**config.mk**
```make
export PLATFORM = sky130hd
export DESIGN_NAME = seq_chunk_adder
export DESIGN_NICKNAME = d
export VERILOG_FILES = /design/src/rtl/seq_chunk_adder.sv
export SDC_FILE = /design/constraint.sdc
export NUM_CORES = 1
export LEC_CHECK = 0
export ABC_AREA = 1
export CAP_MARGIN = 5
export CORE_ASPECT_RATIO = 0.5
export CORE_MARGIN = 2
export CORE_UTILIZATION = 60
export CTS_CLUSTER_SIZE = 20
export DETAILED_ROUTE_END_ITERATION = 10
export DONT_BUFFER_PORTS = 1
export GPL_TIMING_DRIVEN = 0
export PLACE_DENSITY = 0.83
export SETUP_SLACK_MARGIN = 0.1
export SYNTH_ARGS = -nofsm -noshare
export SYNTH_HDL_FRONTEND = slang
export SYNTH_SLANG_ARGS = --single-unit
```
**constraint.sdc**
```tcl
create_clock -name clk -period 2.2 [get_ports clk]
set_clock_uncertainty 0.2 [all_clocks]
set_input_delay 0.55 -clock clk [delete_from_list [all_inputs] [get_ports clk]]
set_output_delay 0.55 -clock clk [all_outputs]
set_load 0.005 [all_outputs]
```
**src/rtl/seq_chunk_adder.sv**
```systemverilog
// seq_chunk_adder: multi-cycle adder/subtractor.
// Processes CHUNK bits per clock through a ripple slice. Results are
// published on the last RUN edge and held until the next completion.
module seq_chunk_adder #(
    parameter int WIDTH = 8,
    parameter int CHUNK = 2
) (
    input  logic             clk,
    input  logic             rst_n,
    input  logic             start,
    input  logic             mode,
    input  logic [WIDTH-1:0] a,
    input  logic [WIDTH-1:0] b,
    input  logic             cin,
    output logic             busy,
    output logic             done,
    output logic [WIDTH-1:0] sum,
    output logic             cout,
    output logic             ovf
);

    localparam int N     = WIDTH / CHUNK;
    localparam int CNT_W = (N > 1) ? $clog2(N) : 1;
    localparam logic [CNT_W-1:0] CNT_LAST = CNT_W'(N - 1);

    localparam logic [1:0] ST_IDLE = 2'd0;
    localparam logic [1:0] ST_RUN  = 2'd1;
    localparam logic [1:0] ST_DONE = 2'd2;

    logic [1:0]       state_q, state_d;
    logic [WIDTH-1:0] a_q, a_d;
    logic [WIDTH-1:0] b_q, b_d;
    logic             carry_q, carry_d;
    logic [WIDTH-1:0] res_q, res_d;
    logic [CNT_W-1:0] cnt_q, cnt_d;
    logic [WIDTH-1:0] sum_q, sum_d;
    logic             cout_q, cout_d;
    logic             ovf_q, ovf_d;

    logic [CHUNK-1:0]       chunk_sum;
    logic                   chunk_cout;
    logic                   chunk_cmsb;   // carry into the top bit of this slice
    logic [WIDTH+CHUNK-1:0] res_cat;
    logic [WIDTH-1:0]       res_shift;

    // Ripple slice over the low CHUNK bits of the operand shift registers.
    always_comb begin
        logic c;
        c          = carry_q;
        chunk_sum  = '0;
        chunk_cmsb = 1'b0;
        for (int i = 0; i < CHUNK; i++) begin
            if (i == CHUNK - 1) begin
                chunk_cmsb = c;
            end
            chunk_sum[i] = a_q[i] ^ b_q[i] ^ c;
            c            = (a_q[i] & b_q[i]) | (c & (a_q[i] ^ b_q[i]));
        end
        chunk_cout = c;
    end

    // New slice bits enter at the top of the result shift register.
    always_comb begin
        res_cat   = {chunk_sum, res_q};
        res_shift = res_cat[WIDTH+CHUNK-1:CHUNK];
    end

    // Control and datapath next-state; DONE accepts start like IDLE.
    always_comb begin
        state_d = state_q;
        a_d     = a_q;
        b_d     = b_q;
        carry_d = carry_q;
        res_d   = res_q;
        cnt_d   = cnt_q;
        sum_d   = sum_q;
        cout_d  = cout_q;
        ovf_d   = ovf_q;
        case (state_q)
            ST_IDLE, ST_DONE: begin
                if (start) begin
                    // Subtraction runs as a + ~b + ~cin.
                    a_d     = a;
                    b_d     = mode ? ~b : b;
                    carry_d = mode ? ~cin : cin;
                    res_d   = '0;
                    cnt_d   = '0;
                    state_d = ST_RUN;
                end else begin
                    state_d = ST_IDLE;
                end
            end
            ST_RUN: begin
                res_d   = res_shift;
                a_d     = a_q >> CHUNK;
                b_d     = b_q >> CHUNK;
                carry_d = chunk_cout;
                cnt_d   = cnt_q + CNT_W'(1);
                if (cnt_q == CNT_LAST) begin
                    // This slice holds bit WIDTH-1, so its internal carry
                    // is the carry into the MSB used for overflow.
                    sum_d   = res_shift;
                    cout_d  = chunk_cout;
                    ovf_d   = chunk_cmsb ^ chunk_cout;
                    cnt_d   = '0;
                    state_d = ST_DONE;
                end
            end
            default: state_d = ST_IDLE;
        endcase
    end

    // State registers with asynchronous active-low clear.
    always_ff @(posedge clk or negedge rst_n) begin
        if (!rst_n) begin
            state_q <= ST_IDLE;
            a_q     <= '0;
            b_q     <= '0;
            carry_q <= 1'b0;
            res_q   <= '0;
            cnt_q   <= '0;
            sum_q   <= '0;
            cout_q  <= 1'b0;
            ovf_q   <= 1'b0;
        end else begin
            state_q <= state_d;
            a_q     <= a_d;
            b_q     <= b_d;
            carry_q <= carry_d;
            res_q   <= res_d;
            cnt_q   <= cnt_d;
            sum_q   <= sum_d;
            cout_q  <= cout_d;
            ovf_q   <= ovf_d;
        end
    end

    assign busy = (state_q == ST_RUN);
    assign done = (state_q == ST_DONE);
    assign sum  = sum_q;
    assign cout = cout_q;
    assign ovf  = ovf_q;

endmodule

```
==> flow_summary.ini <==
[yosys]
synthArstFlopShare = 1.00
yosysSeqAreaShare = 0.520
yosys.area.top_type_share = 0.520
netlist_instances = 218
yosys_warnings = 0
ys_ff_latch = 37
avgSynthCellArea_um2 = 8.17
synth_area_leaders = dfrtp_1 (52%), nand2_1 (22%), nand3_1 (9.3%), inv_1 (3.4%), buf_6 (3.2%)
synth_edf_count = 0
syn_nets = 242
synth_common_cells = nand2_1 (105), dfrtp_1 (37), nand3_1 (33)
synth_top_area_cell = dfrtp_1
synth_ff_type = dfrtp_1
synth_cell_types = 16
synthesis.area_mm2 = 0.00178
yosysMostFrequentCell = nand2_1

[route]
vias = 1360
routed_wl_mm = 3.21
first_pass_iters = 4
drc = 0
drtAntennaViolNets = 0
via_per_inst = 5.15
post_drt_wl_per_cell_um = 12.1
drt_iter0_markers = 70

[clock_network]
clock-sinks = 37
h-tree-depth = 2
clk_latency_ns = 0.28
cts.clk_slew.worst_paths_ns = 0.07
cts_buffers = 5
clock_path_buffers = 2
root_buffer = clkbuf_8
postCtsSetupRepairBufs = 0
cts_tree = done

[min_path]
hp-class = input pin to register
min_path_cells = 2

[pwr]
p_per_area_mw_per_mm2 = 1420
irDropWorstVdd_uv = 679
finalPower_w = 0.00275
leakagePower_nw = 1.08

[run]
maxCapViolations = 0

[floorplan]
die_area_mm2 = 0.00345
die_w_um = 81.0
rows = 13
start_util = 0.659
die_h_um = 42.5
io_pins = 33
core-area_mm2 = 0.00270

[timing]
fmax_mhz = 497
fin_crit_sh = 0.915
slew_headroom = 0.861
tns_ns = 0
whs_ns = 0.184
setup-violations-final = 0
tightest_slew_ns = 0.209
finalMaxSlewViolations = 0
period_minus_slack_ns = 2.01
rsz0062_at_grt = no
hold_viol = 0

[finish]
fin_util = 0.720
syn_to_final_growth_pct = 9.14
drive_gt1_frac = 0.106
fin_cells = 264
nets = 251
diodes = 0

[global_route]
gr-total-overflow = 0
grt_pass1_wl_mm = 5.55
grt_pass1_vias = 1324
antenna_found_initial = 0
grt_max_degree = 38
gr-usage-all-layers = 0.214

[setup_path]
worstSetupPathType = register to primary output
cp.required_ns = 1.45
critPathCaptureType = primary output
cp.arrival_ns = 1.26
cp_max_fo = 10
start_kind = register
r2r_cells = 5

[placement]
place_congestion = 0.821
dp_hpwl_mm = 2.20
placedCellCount = 255
port_buffers = 0

[status]
status = finished clean
[cells in the final DEF, fill, tap and decap left out]
master / instances
fa_1: 2
clkbuf_1: 1
dfrtp_1: 37
buf_12: 1
xor2_1: 3
o21ai_0: 1
nor2_1: 3
nand3_1: 33
nand2_2: 2
buf_2: 3
nand2_1: 105
dlygate4sd3_1: 1
buf_6: 5
inv_4: 3
ha_1: 1
clkbuf_8: 6
inv_2: 1
nor2_4: 1
nand2_4: 2
inv_1: 16
[final timing paths]
| path | startpoint | endpoint | slack, ns |
|---|---|---|---|
| max | state_q[1] | busy | 0.19 |
| min | a[6] | a_q[6] | 0.18 |
| max reg2reg | a_q[0] | ovf | 0.27 |
| min reg2reg | a_q[2] | a_q[2] | 0.27 |
| max in group asynchronous | rst_n | cnt_q[0] | 1.08 |
| min in group asynchronous | rst_n | a_q[7] | 0.52 |
[critical path, cell delays in order (launching register included)]
cell     delay (ns)
dfrtp_1        0.37
inv_2          0.15
nand2_4        0.07
buf_6          0.15
inv_4          0.10
buf_6          0.15
[area by class of cell]
type / instances / area [um2]
plain buffers: 8 / 71.3
clock buffers: 7 / 86.3
fillers: 209 / 757
inverters: 20 / 82.6
multi-input cells: 153 / 701
flip-flops and latches: 37 / 926
well taps: 37 / 46.3
repair buffers: 2 / 30.0
[state kept, by name (all words and copies together), names as in the netlist]
| signal | flops |
|---|---|
| a_q | 8 |
| b_q | 8 |
| carry_q | 1 |
| cnt_q | 2 |
| cout | 1 |
| ovf | 1 |
| res_q | 6 |
| state_q | 2 |
| sum | 8 |
[cell families after synthesis]
| family | share of synthesized area |
|---|---|
| buf+inv | 0.0864 |
| xor+xnor | 0.0148 |
| flops | 0.520 |
| simple gates | 0.346 |
| compound gates | 0.00281 |
| fa+ha+maj | 0.0295 |
[through the flow]
stage               setup WS [ns]  area, um2
floorplan                   0.365       1780
global placement            0.324       1830
detailed placement          0.293       1830
CTS                         0.187       1940
global route                0.120       1940
finish                      0.186       1940
[routing by layer]
| layer | GRT usage | wire length, um | part of all wire |
|---|---|---|---|
| met3 | 0.0797 | 229 | 0.071 |
| met2 | 0.347 | 1450 | 0.45 |
| met5 | 0 | 0 | 0 |
| met1 | 0.271 | 1510 | 0.47 |
| met4 | 0.0542 | 16 | 0.0050 |
[what timing repair did]
item,4_1_cts,5_1_grt
resized for setup,0,0
endpoints found under the hold margin,37,0
hold buffers,2,0
[power breakdown]
part           switching, W  leakage [nW]  internal [W]
combinational      0.000664         0.563      0.000439
clock              0.000217        0.0443      0.000248
sequential         0.000196         0.470      0.000987
No activity file was read; power rests on OpenSTA's default activity.
